==> src/rtl/hwreg_irq_ctrl_if.sv <==
// Hardware-register request bus between the memory address interpreter
// (master) and a register responder (slave). A request strobe is held
// until the responder returns a one-cycle ack.
interface hwreg_irq_ctrl_if;
    logic [31:0] hw_addr;
    logic [31:0] hw_data_i;
    logic        hw_ren;
    logic        hw_wen;
    logic [31:0] hw_data_o;
    logic        hw_ack;

    modport master (
        output hw_addr,
        output hw_data_i,
        output hw_ren,
        output hw_wen,
        input  hw_data_o,
        input  hw_ack
    );

    modport slave (
        input  hw_addr,
        input  hw_data_i,
        input  hw_ren,
        input  hw_wen,
        output hw_data_o,
        output hw_ack
    );
endinterface

==> src/rtl/hwreg_irq_ctrl.sv <==
// Interrupt controller (I_STAT / I_MASK with KUSEG/KSEG0/KSEG1 mirrors) and
// the MEM_CTRL_3 cache-control register, answering requests on the hw_* bus.
// Every request is captured in IDLE, committed ACK_DELAY edges later and
// completed with a registered one-cycle ack. Peripheral interrupt lines are
// edge-detected into I_STAT and the masked OR drives a registered cpu_irq.
// ACK_DELAY must lie in 1..15 (the delay counter is 4 bits wide).
module hwreg_irq_ctrl #(
    parameter int ACK_DELAY = 1
) (
    input  logic             clk,
    input  logic             rst,
    hwreg_irq_ctrl_if.slave  hw,
    input  logic [10:0]      irq_src,
    output logic             cpu_irq,
    output logic [10:0]      i_stat_o,
    output logic [10:0]      i_mask_o
);

    typedef enum logic [1:0] {
        IDLE = 2'd0,
        BUSY = 2'd1,
        ACK  = 2'd2,
        HOLD = 2'd3
    } state_t;

    // Value of the delay counter on the commit edge.
    localparam logic [3:0] CNT_LAST = 4'(ACK_DELAY - 1);

    localparam logic [28:0] I_STAT_OFS = 29'h1F80_1070;
    localparam logic [28:0] I_MASK_OFS = 29'h1F80_1074;
    localparam logic [31:0] MC3_ADDR   = 32'hFFFF_0130;

    // Request bookkeeping
    state_t      state_reg;
    logic [3:0]  cnt_reg;
    logic [31:0] addr_reg;
    logic [31:0] wdata_reg;
    logic        is_read_reg;
    logic        ack_reg;
    logic [31:0] rdata_reg;

    // Architectural registers
    logic [10:0] i_stat_reg;
    logic [10:0] i_stat_next;
    logic [10:0] i_mask_reg;
    logic [31:0] mc3_reg;
    logic [10:0] irq_q_reg;
    logic        cpu_irq_reg;

    // Decode of the captured request
    logic        seg_ok;
    logic        sel_stat;
    logic        sel_mask;
    logic        sel_mc3;
    logic        commit;
    logic        wr_stat;
    logic        wr_mask;
    logic        wr_mc3;
    logic [31:0] rd_value;
    logic [10:0] rise;
    logic        strobe;

    assign strobe = hw.hw_ren | hw.hw_wen;

    // Only KUSEG (000), KSEG0 (100) and KSEG1 (101) mirror the I/O page;
    // MEM_CTRL_3 lives in KSEG2 and is matched on the full address.
    assign seg_ok   = (addr_reg[31:29] == 3'b000) ||
                      (addr_reg[31:29] == 3'b100) ||
                      (addr_reg[31:29] == 3'b101);
    assign sel_stat = seg_ok && (addr_reg[28:0] == I_STAT_OFS);
    assign sel_mask = seg_ok && (addr_reg[28:0] == I_MASK_OFS);
    assign sel_mc3  = (addr_reg == MC3_ADDR);

    // The commit edge is the last BUSY edge; decode uses captured values only.
    assign commit  = (state_reg == BUSY) && (cnt_reg == CNT_LAST);
    assign wr_stat = commit && !is_read_reg && sel_stat;
    assign wr_mask = commit && !is_read_reg && sel_mask;
    assign wr_mc3  = commit && !is_read_reg && sel_mc3;

    // Per-bit I_STAT update: acknowledge by AND-ing with the write data, then
    // OR in fresh rising edges so a set always wins over a same-edge clear.
    genvar gi;
    generate
        for (gi = 0; gi < 11; gi++) begin : g_irq_bit
            assign rise[gi]        = irq_src[gi] & ~irq_q_reg[gi];
            assign i_stat_next[gi] = (wr_stat ? (i_stat_reg[gi] & wdata_reg[gi])
                                              : i_stat_reg[gi]) | rise[gi];
        end
    endgenerate

    // Read mux; unmapped addresses read as zero.
    always_comb begin
        rd_value = 32'd0;
        if (sel_stat) begin
            rd_value = {21'd0, i_stat_reg};
        end else if (sel_mask) begin
            rd_value = {21'd0, i_mask_reg};
        end else if (sel_mc3) begin
            rd_value = mc3_reg;
        end
    end

    // Request FSM: capture, count to the commit edge, pulse ack, wait for release.
    always_ff @(posedge clk) begin
        if (rst) begin
            state_reg   <= IDLE;
            cnt_reg     <= 4'd0;
            addr_reg    <= 32'd0;
            wdata_reg   <= 32'd0;
            is_read_reg <= 1'b0;
            ack_reg     <= 1'b0;
            rdata_reg   <= 32'd0;
        end else begin
            case (state_reg)
                IDLE: begin
                    ack_reg <= 1'b0;
                    if (strobe) begin
                        addr_reg    <= hw.hw_addr;
                        wdata_reg   <= hw.hw_data_i;
                        // A read wins when both strobes are high.
                        is_read_reg <= hw.hw_ren;
                        cnt_reg     <= 4'd0;
                        state_reg   <= BUSY;
                    end
                end
                BUSY: begin
                    cnt_reg <= cnt_reg + 4'd1;
                    if (cnt_reg == CNT_LAST) begin
                        if (is_read_reg) begin
                            rdata_reg <= rd_value;
                        end
                        ack_reg   <= 1'b1;
                        state_reg <= ACK;
                    end
                end
                ACK: begin
                    ack_reg   <= 1'b0;
                    state_reg <= strobe ? HOLD : IDLE;
                end
                HOLD: begin
                    // A strobe still held from the finished request is not re-run.
                    ack_reg <= 1'b0;
                    if (!strobe) begin
                        state_reg <= IDLE;
                    end
                end
                default: begin
                    ack_reg   <= 1'b0;
                    state_reg <= IDLE;
                end
            endcase
        end
    end

    // Plain read/write registers, written only on a write commit.
    always_ff @(posedge clk) begin
        if (rst) begin
            i_mask_reg <= 11'd0;
            mc3_reg    <= 32'd0;
        end else begin
            if (wr_mask) begin
                i_mask_reg <= wdata_reg[10:0];
            end
            if (wr_mc3) begin
                mc3_reg <= wdata_reg;
            end
        end
    end

    // Interrupt capture: edge-detect sources, update I_STAT, register cpu_irq.
    always_ff @(posedge clk) begin
        if (rst) begin
            irq_q_reg   <= 11'd0;
            i_stat_reg  <= 11'd0;
            cpu_irq_reg <= 1'b0;
        end else begin
            irq_q_reg   <= irq_src;
            i_stat_reg  <= i_stat_next;
            cpu_irq_reg <= |(i_stat_reg & i_mask_reg);
        end
    end

    assign hw.hw_ack    = ack_reg;
    assign hw.hw_data_o = rdata_reg;
    assign cpu_irq      = cpu_irq_reg;
    assign i_stat_o     = i_stat_reg;
    assign i_mask_o     = i_mask_reg;

endmodule

==> src/flat_wrapper.sv <==
// flat-port wrapper written by rule: the top's interface ports become plain ports
module hwreg_irq_ctrl_flat 
#(
    parameter int ACK_DELAY = 1
)
  (clk, rst, irq_src, cpu_irq, i_stat_o, i_mask_o, hw_hw_addr, hw_hw_data_i, hw_hw_ren, hw_hw_wen, hw_hw_data_o, hw_hw_ack);
  hwreg_irq_ctrl_if hw_i ();
  input  logic clk;
  input  logic rst;
  input  logic [10:0] irq_src;
  output logic cpu_irq;
  output logic [10:0] i_stat_o;
  output logic [10:0] i_mask_o;
  input wire logic [$bits(hw_i.hw_addr)-1:0] hw_hw_addr;
  input wire logic [$bits(hw_i.hw_data_i)-1:0] hw_hw_data_i;
  input wire logic [$bits(hw_i.hw_ren)-1:0] hw_hw_ren;
  input wire logic [$bits(hw_i.hw_wen)-1:0] hw_hw_wen;
  output wire logic [$bits(hw_i.hw_data_o)-1:0] hw_hw_data_o;
  output wire logic [$bits(hw_i.hw_ack)-1:0] hw_hw_ack;
  assign hw_i.hw_addr = hw_hw_addr;
  assign hw_i.hw_data_i = hw_hw_data_i;
  assign hw_i.hw_ren = hw_hw_ren;
  assign hw_i.hw_wen = hw_hw_wen;
  assign hw_hw_data_o = hw_i.hw_data_o;
  assign hw_hw_ack = hw_i.hw_ack;
  hwreg_irq_ctrl #(.ACK_DELAY(ACK_DELAY)) u_core (.clk(clk), .rst(rst), .hw(hw_i), .irq_src(irq_src), .cpu_irq(cpu_irq), .i_stat_o(i_stat_o), .i_mask_o(i_mask_o));
endmodule
==> config.mk <==
export PLATFORM = sky130hd
export DESIGN_NAME = hwreg_irq_ctrl_flat
export DESIGN_NICKNAME = d
export VERILOG_FILES = /design/src/rtl/hwreg_irq_ctrl_if.sv /design/src/rtl/hwreg_irq_ctrl.sv /design/src/flat_wrapper.sv
export SDC_FILE = /design/constraint.sdc
export NUM_CORES = 1
export LEC_CHECK = 0
export ABC_AREA = 0
export BUFFER_PORTS_ARGS = -buffer_cell sky130_fd_sc_hd__buf_2
export CORE_MARGIN = 5
export CORE_UTILIZATION = 56
export CTS_BUF_LIST = sky130_fd_sc_hd__clkbuf_8
export DETAILED_ROUTE_END_ITERATION = 6
export PLACE_DENSITY = 0.85
export SLEW_MARGIN = 20
export SYNTH_ARGS = -nofsm -noshare
export SYNTH_HDL_FRONTEND = slang
export SYNTH_SLANG_ARGS = --single-unit
==> constraint.sdc <==
create_clock -name clk -period 4.6 [get_ports clk]
set_input_delay 0.92 -clock clk [delete_from_list [all_inputs] [get_ports clk]]
set_output_delay 0.92 -clock clk [all_outputs]
set_load 0.005 [all_outputs]
==> qor_table.md, run 1 <==
| Step | Item | Reported |
|:---|:---|:---|
| sta | Worst clock skew on the final layout | 0.0124 ns |
| power | Leakage power | 0.00306 µW |
| setup path | Kind of critical path | flip-flop to flip-flop |
| placement | Post-place instance area | 7240 µm² |
| global routing | First-pass GRT wire length | 25.6 mm |
| detailed routing | Number of nets still failing antenna checks after routing | 0 |
| logic synthesis | Post-synthesis sequential area ratio | 52.0% |
| setup path | Maximum fanout count along the critical path | 23 |
| detailed routing | Via/cell ratio | 5.39 |
| power | Share of total power in sequential cells | 52.2% |
| detailed routing | Remaining DRCs | 0 |
| setup path | CP Capture Type | flip-flop |
| clock tree | Postcts setup bufs | 0 |
| layout | Synth-to-layout area growth | 17.9% |
| layout | Share of the core filled with cells | 67.5% |
| layout | Filler-free cell count of the finished design | 1013 |
| clock tree | Inserted Clock Buffers | 17 |
| worst hold path | Class of the tightest hold or removal check | flip-flop to flip-flop |
| detailed routing | Total via count in the routed design | 5456 |
| detailed routing | DRT Pass-1 Iters | 5 |
| floorplan | Die Height | 118 µm |
| power | Relative contribution of the clock network to total power | 37.3% |
| layout | Fraction of final layout cells with drive strength greater than 1 | 21.5% |
| clock tree | # clock sinks | 170 |
| run | Maximum capacitance violations | 0 |
| logic synthesis | Number of synthesized register bits | 170 |
| placement | DPL Wire Length | 10.4 mm |
| logic synthesis | Gate count of the mapped netlist | 748 |
| sta | Final count of negative-setup-slack endpoints | 0 |
| floorplan | Boundary pin count | 135 |
| power | Net switching component of the power | 802 µW |
| floorplan | Horizontal die dimension | 118 µm |
| clock tree | Clock root buffer | sky130_fd_sc_hd__clkbuf_8 |
| outcome | Result of the run | finished, final reports clean |
| clock tree | Cells resized by post-CTS repair | 0 |
| placement | Final weighted congestion in routability-driven placement | 0.789 |
| sta | Fraction of the cycle the final worst path needs | 57.0% |
| layout | Antenna Cells | 0 |
| logic synthesis | Yosys cell types | 52 |
| layout | Final layout net count | 938 |
| clock tree | Clock latency reported for the late side of the worst-skew pair | 0.47 ns |
| global routing | Number of global-route vias before repair | 5353 |
| clock tree | Buffers from clock root to sink, at most | 2 |
| sta | Minimum clock period | 2.62 ns |
| power | Internal Power | 2280 µW |
| sta | Highest achievable clock rate | 381 MHz |
| layout | Fill count | 972 |
| setup path | Required time at the worst-slack endpoint | 5.00 ns |
| placement | Count of port buffers added during placement | 134 |
| sta | Unrepaired setup endpoints after global routing | no |
| logic synthesis | Leading register cell type out of synthesis | sky130_fd_sc_hd__dfxtp_1 |
| floorplan | Number of rows in the core area | 39 |
| logic synthesis | Proportion of synthesized flip-flops having asynchronous set or reset | 0% |
| sta | Rel. slew slack | 24.1% |
| global routing | Total track usage | 22.4% |
| floorplan | Core area | 11400 µm² |
| sta | Number of pins exceeding their max-slew limit in the final report | 0 |
| power | Fraction of power consumed by combinational cells | 10.4% |
| logic synthesis | Number of synthesized flops with an enable pin | 0 |
| clock tree | Cts-stage hold buffer count | 0 |
| global routing | Antenna violations before repair | 0 |
| power | Switching power as a share of total power | 26.0% |
| power | Worst vdd ir | 0.000291 V |
| global routing | Total overflow reported by the global router | 0 |
| setup path | Kind of start point of the critical path | flip-flop |
| clock tree | CTS tree | done |
| detailed routing | Routed wire length | 15.5 mm |
| logic synthesis | Synthesized netlist net count | 829 |
| layout | Final Cell Area | 7710 µm² |
| floorplan | Starting density of the core | 57.3% |
| placement | Number of placed cells counting well taps | 980 |
| power | Overall power consumption | 3080 µW |
| power | Power per unit of standard cell area | 400 nW/µm² |
| sta | Total negative slack | 0 ns |
| sta | Total count of hold-check failures in the final report | 0 |
| detailed routing | DRC violation total after the first TritonRoute iteration | 425 |
| global routing | Largest net degree at the start of global routing | 73 |
| clock tree | Number of levels in the clock H-tree | 4 |
| setup path | Arrival @ worst endpoint | 3.02 ns |
| logic synthesis | Average cell area after synthesis | 8.74 µm² |
| sta | Worst Tran Pin Value | 1.14 ns |
| logic synthesis | Netlist area before placement | 6540 µm² |
| clock tree | CTS clock-pin slew for the worst setup and hold paths | 0.09 ns |
| detailed routing | Average wire length per cell after detail routing | 15.3 µm |
| floorplan | Area enclosed by the die boundary | 13900 µm² |
| logic synthesis | Number of warnings printed during yosys synthesis | 0 |
worst max-delay path, stage by stage (launching register included):
cell and delay, ns:
sky130_fd_sc_hd__dfxtp_1 0.49, sky130_fd_sc_hd__nor2b_1 0.33, sky130_fd_sc_hd__nand3_1 0.71, sky130_fd_sc_hd__nor2_1 0.70, sky130_fd_sc_hd__o31ai_1 0.15, sky130_fd_sc_hd__o21ai_0 0.18
layout by cell type (no fill, tap or decap), types with 6 or more instances in the layout:
cell type / Yosys / layout
sky130_fd_sc_hd__clkbuf_8: 0 / 18
sky130_fd_sc_hd__o21ai_1: 20 / 20
sky130_fd_sc_hd__nor2b_1: 23 / 23
sky130_fd_sc_hd__buf_2: 5 / 133
sky130_fd_sc_hd__o21ai_0: 10 / 10
sky130_fd_sc_hd__mux2i_1: 43 / 43
sky130_fd_sc_hd__a2bb2oi_1: 7 / 7
sky130_fd_sc_hd__nand2_1: 164 / 164
sky130_fd_sc_hd__nand4_1: 23 / 23
sky130_fd_sc_hd__a21oi_1: 96 / 96
sky130_fd_sc_hd__nor3_1: 7 / 6
sky130_fd_sc_hd__nor2_1: 57 / 57
sky130_fd_sc_hd__buf_4: 1 / 7
sky130_fd_sc_hd__o31ai_1: 7 / 7
sky130_fd_sc_hd__nand2b_1: 12 / 12
sky130_fd_sc_hd__dfxtp_1: 170 / 170
stage by stage:
stage | setup WS [ns] | hold WS, ns
CTS | 2.00 | 0.452
global route | 1.70 | 0.472
global placement | 2.05 | 0.436
finish | 1.98 | 0.450
floorplan | 2.61 | 0.432
detailed placement | 2.02 | 0.441
final cells by class:
type                       count  area, µm²  area share [%]
inverter                       3       11.3           0.146
clock inverter                14        196            2.55
multi-input combinational    523       2920            37.9
tap                          143        179            2.32
timing repair buffer         142        753            9.77
clock buffer                  18        248            3.21
sequential                   170       3400            44.1
cells by family (layout without fill, tap and decap cells):
logic type / Yosys count / in the layout / share of synthesized area, %
compound gates: 160 / 160 / 14.0
fa+ha+maj: 2 / 2 / 0.383
buf+inv: 55 / 177 / 3.77
flops: 170 / 170 / 52.0
mux: 44 / 44 / 6.75
simple gates: 317 / 317 / 23.1
synth_stat cells, types with 2 or more instances:
cell type / count / share of area [%]
sky130_fd_sc_hd__a2bb2oi_1: 7 / 0.94
sky130_fd_sc_hd__dfxtp_1: 170 / 52
sky130_fd_sc_hd__o31ai_1: 7 / 0.80
sky130_fd_sc_hd__a22o_1: 5 / 0.67
sky130_fd_sc_hd__clkbuf_1: 39 / 2.2
sky130_fd_sc_hd__a21oi_1: 96 / 7.3
sky130_fd_sc_hd__nor4b_2: 2 / 0.46
sky130_fd_sc_hd__nand3_1: 5 / 0.38
sky130_fd_sc_hd__mux2i_1: 43 / 6.6
sky130_fd_sc_hd__ha_1: 2 / 0.38
sky130_fd_sc_hd__a311oi_1: 3 / 0.40
sky130_fd_sc_hd__nor2_1: 57 / 3.3
sky130_fd_sc_hd__buf_2: 5 / 0.38
sky130_fd_sc_hd__buf_1: 3 / 0.17
sky130_fd_sc_hd__inv_1: 3 / 0.17
sky130_fd_sc_hd__a22oi_1: 4 / 0.46
sky130_fd_sc_hd__nand4_1: 23 / 2.2
sky130_fd_sc_hd__nor4b_1: 3 / 0.40
sky130_fd_sc_hd__a221oi_1: 2 / 0.27
sky130_fd_sc_hd__nor3_1: 7 / 0.54
sky130_fd_sc_hd__nand2_1: 164 / 9.4
sky130_fd_sc_hd__o21ai_0: 10 / 0.77
sky130_fd_sc_hd__and4_1: 4 / 0.54
sky130_fd_sc_hd__o21ai_1: 20 / 1.5
sky130_fd_sc_hd__buf_6: 4 / 0.69
sky130_fd_sc_hd__nand2b_1: 12 / 1.1
sky130_fd_sc_hd__nor2b_1: 23 / 2.2
power by group through the flow:
stage               Clock, µW  Combinational, µW  Sequential (µW)
floorplan                   0                219             1620
global placement            0                314             1640
detailed placement          0                320             1640
CTS                      1160                322             1610
global route             1240                363             1620
finish                   1150                321             1610
worst paths after layout:
kind,to,startpoint,slack (ns),depth (start not counted)
max,u_core.hw.hw_data_o[10]$_SDFFE_PP0P_,u_core.state_reg[0]$_SDFFE_PP0P_,1.98,5
min,u_core.hw.hw_data_o[17]$_SDFFE_PP0P_,u_core.hw.hw_data_o[17]$_SDFFE_PP0P_,0.45,2
max reg2reg,u_core.hw.hw_data_o[10]$_SDFFE_PP0P_,u_core.state_reg[0]$_SDFFE_PP0P_,1.98,5
min reg2reg,u_core.hw.hw_data_o[17]$_SDFFE_PP0P_,u_core.hw.hw_data_o[17]$_SDFFE_PP0P_,0.45,2
per-layer routing:
metal / routed length (µm) / track usage, % / vias up
li1: - / - / 2787
met4: 334 / 9.18 / 0
met1: 6710 / 27.3 / 2498
met5: 0 / 0 / -
met3: 921 / 6.05 / 26
met2: 7510 / 37.3 / 145
Note: power is estimated with default switching activity, not from simulation.
==> run 2, diff against run 1 <==
==> constraint.sdc (replaced) <==
create_clock -name clk -period 2.45 [get_ports clk]
set_input_delay 0.49 -clock clk [delete_from_list [all_inputs] [get_ports clk]]
set_output_delay 0.49 -clock clk [all_outputs]
set_load 0.005 [all_outputs]
==> run 2 against run 1 <==
Net effect: sequential cell count did not move; clock skew fell by 0.0045 ns; cell count rose by 0.99%; worst setup slack got worse by 1.8 ns; design area fell by 0.16%; critical path depth did not move; largest cell class unchanged.
==> qor_table.md, run 2 (synthesis gave the netlist of run 1 again) <==
| Step | Item | Reported |
|:---|:---|:---|
| layout | Share of the core filled with cells | 67.4% |
| setup path | Kind of critical path | flip-flop to flip-flop |
| sta | Total count of hold-check failures in the final report | 0 |
| global routing | Total track usage | 22.0% |
| setup path | Arrival @ worst endpoint | 2.59 ns |
| floorplan | Horizontal die dimension | 118 µm |
| layout | Final Cell Area | 7700 µm² |
| global routing | Antenna violations before repair | 0 |
| setup path | Required time at the worst-slack endpoint | 2.79 ns |
| global routing | Largest net degree at the start of global routing | 59 |
| clock tree | Postcts setup bufs | 0 |
| detailed routing | DRT Pass-1 Iters | 5 |
| clock tree | CTS tree | done |
| layout | Antenna Cells | 0 |
| floorplan | Number of rows in the core area | 39 |
| setup path | Most frequent cell on the critical path | sky130_fd_sc_hd__o21ai_1 |
| layout | Fraction of final layout cells with drive strength greater than 1 | 21.6% |
| sta | Rel. slew slack | 61.4% |
| layout | Fill count | 981 |
| setup path | CP Capture Type | flip-flop |
| worst hold path | Worst hold stages | 2 |
| sta | Worst Tran Pin Value | 0.580 ns |
| sta | Final count of negative-setup-slack endpoints | 0 |
| sta | Total negative slack | 0 ns |
| setup path | Maximum cell stage delay along the critical path | 0.70 ns |
| detailed routing | Average wire length per cell after detail routing | 15.1 µm |
| floorplan | Boundary pin count | 135 |
| global routing | Total overflow reported by the global router | 0 |
| clock tree | Clock latency reported for the late side of the worst-skew pair | 0.46 ns |
| sta | Fraction of the cycle the final worst path needs | 91.8% |
| placement | Post-place instance area | 7350 µm² |
| global routing | Number of global-route vias before repair | 5105 |
| layout | Synth-to-layout area growth | 17.7% |
| detailed routing | DRC violation total after the first TritonRoute iteration | 485 |
| power | Leakage power | 0.00310 µW |
| sta | Minimum clock period | 2.25 ns |
| clock tree | Cells resized by post-CTS repair | 0 |
| power | Power per unit of standard cell area | 702 nW/µm² |
| setup path | Max stage delay cell, worst path | sky130_fd_sc_hd__or4b_4 |
| placement | Final weighted congestion in routability-driven placement | 0.785 |
| clock tree | Inserted Clock Buffers | 17 |
| placement | DPL Wire Length | 10.7 mm |
| setup path | Cell Chain, Critical Path | nor4b_1 -> o2111ai_1 -> or4b_4 -> o21ai_1 -> o21ai_1 |
| floorplan | Area enclosed by the die boundary | 13900 µm² |
| setup path | Kind of start point of the critical path | flip-flop |
| floorplan | Starting density of the core | 57.3% |
| layout | Leading cell types in the layout, fill and taps excluded | sky130_fd_sc_hd__dfxtp_1 (170), sky130_fd_sc_hd__nand2_1 (164), sky130_fd_sc_hd__buf_2 (133) |
| clock tree | Cts-stage hold buffer count | 0 |
| floorplan | Core area | 11400 µm² |
| setup path | Top Family by Delay on Critical Path | simple AND/OR/NAND/NOR gates |
| detailed routing | Number of nets still failing antenna checks after routing | 0 |
| setup path | Maximum fanout count along the critical path | 11 |
| placement | Number of placed cells counting well taps | 991 |
| floorplan | Die Height | 118 µm |
| worst hold path | Class of the tightest hold or removal check | input pin to flip-flop |
| clock tree | Buffers from clock root to sink, at most | 2 |
| detailed routing | Via/cell ratio | 5.47 |
| layout | Final layout net count | 948 |
| sta | Number of pins exceeding their max-slew limit in the final report | 0 |
| clock tree | Number of levels in the clock H-tree | 4 |
| sta | Unrepaired setup endpoints after global routing | no |
| clock tree | CTS clock-pin slew for the worst setup and hold paths | 0.08 ns |
| setup path | Total number of cells along the worst setup path | 5 |
| clock tree | # clock sinks | 170 |
| placement | Count of port buffers added during placement | 134 |
| power | Overall power consumption | 5400 µW |
| layout | Commonest non-fill, non-tap cell in the layout | sky130_fd_sc_hd__dfxtp_1 |
| detailed routing | Routed wire length | 15.5 mm |
| power | Worst vdd ir | 0.000455 V |
| clock tree | Clock root buffer | sky130_fd_sc_hd__clkbuf_8 |
| detailed routing | Remaining DRCs | 0 |
| layout | Filler-free cell count of the finished design | 1023 |
| sta | Highest achievable clock rate | 445 MHz |
| setup path | Buffers plus inverters on the worst setup path | 0 |
| detailed routing | Total via count in the routed design | 5593 |
| outcome | Result of the run | finished, final reports clean |
| sta | Worst clock skew on the final layout | 0.00794 ns |
| setup path | FF-to-FF path depth | 5 |
| global routing | First-pass GRT wire length | 25.2 mm |
| run | Maximum capacitance violations | 0 |
## run 2: final timing paths
check                                            start                                    to  slack (ns)
hold reg to reg   u_core.hw.hw_data_o[16]$_SDFFE_PP0P_  u_core.hw.hw_data_o[16]$_SDFFE_PP0P_        0.45
setup / recovery       u_core.addr_reg[8]$_SDFFE_PP0P_         u_core.i_stat_o[4]$_SDFF_PP0_        0.20
hold / removal                              irq_src[5]        u_core.irq_q_reg[5]$_SDFF_PP0_        0.25
setup reg to reg       u_core.addr_reg[8]$_SDFFE_PP0P_         u_core.i_stat_o[4]$_SDFF_PP0_        0.20
## run 2: layer usage
metal,routed length (µm),GRT usage (%),vias to the layer above
met4,306,9.39,0
met3,936,5.67,24
met1,6620,28.2,2592
met2,7610,35.1,165
li1,-,-,2812
met5,0,0,-
## run 2: area by class of cell
type | instances | area, µm² | area share (%)
Sequential cell | 170 | 3400 | 44.2
Multi-Input combinational cell | 523 | 2910 | 37.8
Timing Repair Buffer | 152 | 846 | 11.0
Clock buffer | 19 | 262 | 3.40
Tap cell | 143 | 179 | 2.32
Clock inverter | 13 | 90.1 | 1.17
Inverter | 3 | 11.3 | 0.146
## run 2: report_power, final
group	switching, µW	internal [µW]
Combinational	365	256
Clock	932	829
Sequential	118	2900
Total	1410	3990
## run 2: worst register-to-register path, cell delays in order (launching register included)
cell	delay (ns)
sky130_fd_sc_hd__dfxtp_1	0.34
sky130_fd_sc_hd__nor4b_1	0.50
sky130_fd_sc_hd__o2111ai_1	0.27
sky130_fd_sc_hd__or4b_4	0.70
sky130_fd_sc_hd__o21ai_1	0.22
sky130_fd_sc_hd__o21ai_1	0.10
## run 2: stage by stage
stage                     setup WS (ns)  hold slack (ns)
final                             0.201            0.255
after global routing             0.0966            0.234
after CTS                         0.269            0.227
after detailed placement          0.296            0.438
after global placement            0.392            0.436
after floorplan                   0.517            0.432
==> run 3, diff against run 2 <==
--- a/config.mk
+++ b/config.mk
@@ -7,11 +7,11 @@
 export LEC_CHECK = 0
 export ABC_AREA = 0
 export BUFFER_PORTS_ARGS = -buffer_cell sky130_fd_sc_hd__buf_2
-export CORE_MARGIN = 5
 export CORE_UTILIZATION = 56
 export CTS_BUF_LIST = sky130_fd_sc_hd__clkbuf_8
 export DETAILED_ROUTE_END_ITERATION = 6
 export PLACE_DENSITY = 0.85
+export REMOVE_ABC_BUFFERS = 1
 export SLEW_MARGIN = 20
 export SYNTH_ARGS = -nofsm -noshare
 export SYNTH_HDL_FRONTEND = slang
==> constraint.sdc (replaced) <==
create_clock -name clk -period 2.2 [get_ports clk]
set_input_delay 0.44 -clock clk [delete_from_list [all_inputs] [get_ports clk]]
set_output_delay 0.44 -clock clk [all_outputs]
set_load 0.005 [all_outputs]
==> run 3 against run 2 <==
Net effect: maximum frequency rose by 9.3%; core utilization grew 1.6 points; power grew 19%; worst setup slack lost 0.059 ns; worst hold slack got worse by 0.044 ns; wire length increased by 1.1%.
==> qor_table.md, run 3 (synthesis gave the netlist of run 1 again) <==
| Step | Item | Reported |
|:---|:---|:---|
| sta | Total count of hold-check failures in the final report | 0 |
| run | Maximum capacitance violations | 0 |
| floorplan | Area enclosed by the die boundary | 12100 µm² |
| layout | Antenna Cells | 0 |
| sta | Fraction of the cycle the final worst path needs | 93.6% |
| clock tree | # clock sinks | 170 |
| clock tree | CTS clock-pin slew for the worst setup and hold paths | 0.09 ns |
| layout | Fraction of final layout cells with drive strength greater than 1 | 22.9% |
| global routing | First-pass GRT wire length | 24.3 mm |
| layout | Synth-to-layout area growth | 20.5% |
| sta | Worst Tran Pin Value | 0.616 ns |
| clock tree | Buffers from clock root to sink, at most | 2 |
| layout | Final layout net count | 955 |
| setup path | Kind of start point of the critical path | flip-flop |
| sta | Minimum clock period | 2.06 ns |
| layout | Share of the core filled with cells | 69.0% |
| setup path | Maximum fanout count along the critical path | 16 |
| setup path | Required time at the worst-slack endpoint | 2.53 ns |
| global routing | Antenna violations before repair | 0 |
| placement | DPL Wire Length | 10.3 mm |
| sta | Worst clock skew on the final layout | 0.0139 ns |
| placement | Count of port buffers added during placement | 134 |
| power | Worst vdd ir | 0.000616 V |
| floorplan | Starting density of the core | 57.3% |
| setup path | FF-to-FF path depth | 8 |
| placement | Post-place instance area | 7410 µm² |
| clock tree | Clock root buffer | sky130_fd_sc_hd__clkbuf_8 |
| setup path | CP Capture Type | flip-flop |
| floorplan | Core area | 11400 µm² |
| global routing | Total track usage | 26.1% |
| worst hold path | Worst hold stages | 2 |
| clock tree | Inserted Clock Buffers | 17 |
| power | Leakage power | 0.00316 µW |
| detailed routing | Average wire length per cell after detail routing | 15.2 µm |
| layout | Commonest non-fill, non-tap cell in the layout | sky130_fd_sc_hd__dfxtp_1 |
| detailed routing | Remaining DRCs | 0 |
| placement | Final weighted congestion in routability-driven placement | 0.772 |
| global routing | Largest net degree at the start of global routing | 63 |
| setup path | Kind of critical path | flip-flop to flip-flop |
| worst hold path | Class of the tightest hold or removal check | input pin to flip-flop |
| detailed routing | Total via count in the routed design | 5701 |
| setup path | Arrival @ worst endpoint | 2.39 ns |
| detailed routing | Via/cell ratio | 5.53 |
| sta | Number of pins exceeding their max-slew limit in the final report | 0 |
| global routing | Number of global-route vias before repair | 5021 |
| floorplan | Horizontal die dimension | 110 µm |
| sta | Final count of negative-setup-slack endpoints | 0 |
| outcome | Result of the run | finished, final reports clean |
| detailed routing | Routed wire length | 15.6 mm |
| layout | Leading cell types in the layout, fill and taps excluded | sky130_fd_sc_hd__dfxtp_1 (170), sky130_fd_sc_hd__nand2_1 (164), sky130_fd_sc_hd__buf_2 (133) |
| detailed routing | Number of nets still failing antenna checks after routing | 0 |
| floorplan | Boundary pin count | 135 |
| floorplan | Die Height | 110 µm |
| sta | Rel. slew slack | 58.8% |
| clock tree | CTS tree | done |
| global routing | Total overflow reported by the global router | 0 |
| sta | Highest achievable clock rate | 486 MHz |
| detailed routing | DRT Pass-1 Iters | 5 |
| detailed routing | DRC violation total after the first TritonRoute iteration | 511 |
| layout | Final Cell Area | 7880 µm² |
| power | Power per unit of standard cell area | 815 nW/µm² |
| floorplan | Number of rows in the core area | 39 |
| clock tree | Number of levels in the clock H-tree | 4 |
| clock tree | Cts-stage hold buffer count | 0 |
| clock tree | Clock latency reported for the late side of the worst-skew pair | 0.45 ns |
| layout | Fill count | 903 |
[run 3: changes by cell type in the layout (fill, tap and decap cells not counted), sizes merged]
cell    previous run  this run
inv               11         7
clkbuf            19        21
clkinv             2         3
buf              152       158
bufinv             1         3
[run 3: final timing paths]
path / from / endpoint / slack, ns
min reg2reg: u_core.hw.hw_data_o[31]$_SDFFE_PP0P_ / u_core.hw.hw_data_o[31]$_SDFFE_PP0P_ / 0.45
min: irq_src[1] / u_core.irq_q_reg[1]$_SDFF_PP0_ / 0.21
max reg2reg: u_core.cnt_reg[0]$_SDFFE_PP0P_ / u_core.mc3_reg[9]$_SDFFE_PP0P_ / 0.14
max: u_core.cnt_reg[0]$_SDFFE_PP0P_ / u_core.mc3_reg[9]$_SDFFE_PP0P_ / 0.14
[run 3: repair_timing]
item	in CTS	in global routing
buffers inserted	0	1
gates resized for setup	0	2
endpoints found under the hold margin	0	0
setup endpoints to repair	0	22
[run 3: per-stage QoR]
| step | hold slack (ns) | setup slack, ns | power [µW] | std cells | TNS, ns |
|---|---|---|---|---|---|
| 2_1_floorplan | 0.426 | -1.85 | 3800 | 696 | -173.51 |
| 3_3_place_gp | 0.437 | 0.199 | 4110 | 996 | 0 |
| 3_5_place_dp | 0.441 | 0.105 | 4130 | 996 | 0 |
| 4_1_cts | 0.186 | 0.0249 | 6450 | 1028 | 0 |
| 5_1_grt | 0.189 | -0.0238 | 6700 | 1030 | -0.0238 |
| 6_report | 0.211 | 0.142 | 6420 | 1030 | 0 |
[run 3: worst max-delay path, stage by stage (launching register included)]
cell                        delay, ns
sky130_fd_sc_hd__dfxtp_1         0.35
sky130_fd_sc_hd__inv_1           0.07
sky130_fd_sc_hd__ha_1            0.14
sky130_fd_sc_hd__nor3b_4         0.25
sky130_fd_sc_hd__nand3b_1        0.21
sky130_fd_sc_hd__nor4_4          0.31
sky130_fd_sc_hd__clkbuf_16       0.29
sky130_fd_sc_hd__mux2i_1         0.26
sky130_fd_sc_hd__nor2_1          0.07
[run 3: where the power goes]
part / total (µW) / switching [µW] / leakage, µW / internal (µW)
Combinational: 708 / 421 / 0.00156 / 288
Clock: 2350 / 1120 / 0.000218 / 1230
Sequential: 3360 / 128 / 0.00139 / 3230
Total: 6420 / 1670 / 0.00316 / 4750
[run 3: area by class of cell]
class	count	area, µm²	area share [%]
clock buffer	20	275	3.49
clock inverter	12	161	2.05
inverter	3	11.3	0.143
multi-input combinational	523	2920	37.0
sequential	170	3400	43.2
tap	143	179	2.27
timing repair buffer	159	932	11.8
[run 3: routing by layer]
metal	up-vias	routed length, µm	global-route usage, %
met5	-	0	0
met2	207	7310	41.9
met1	2656	7160	35.2
met3	21	976	5.94
met4	0	202	7.81
li1	2817	-	-
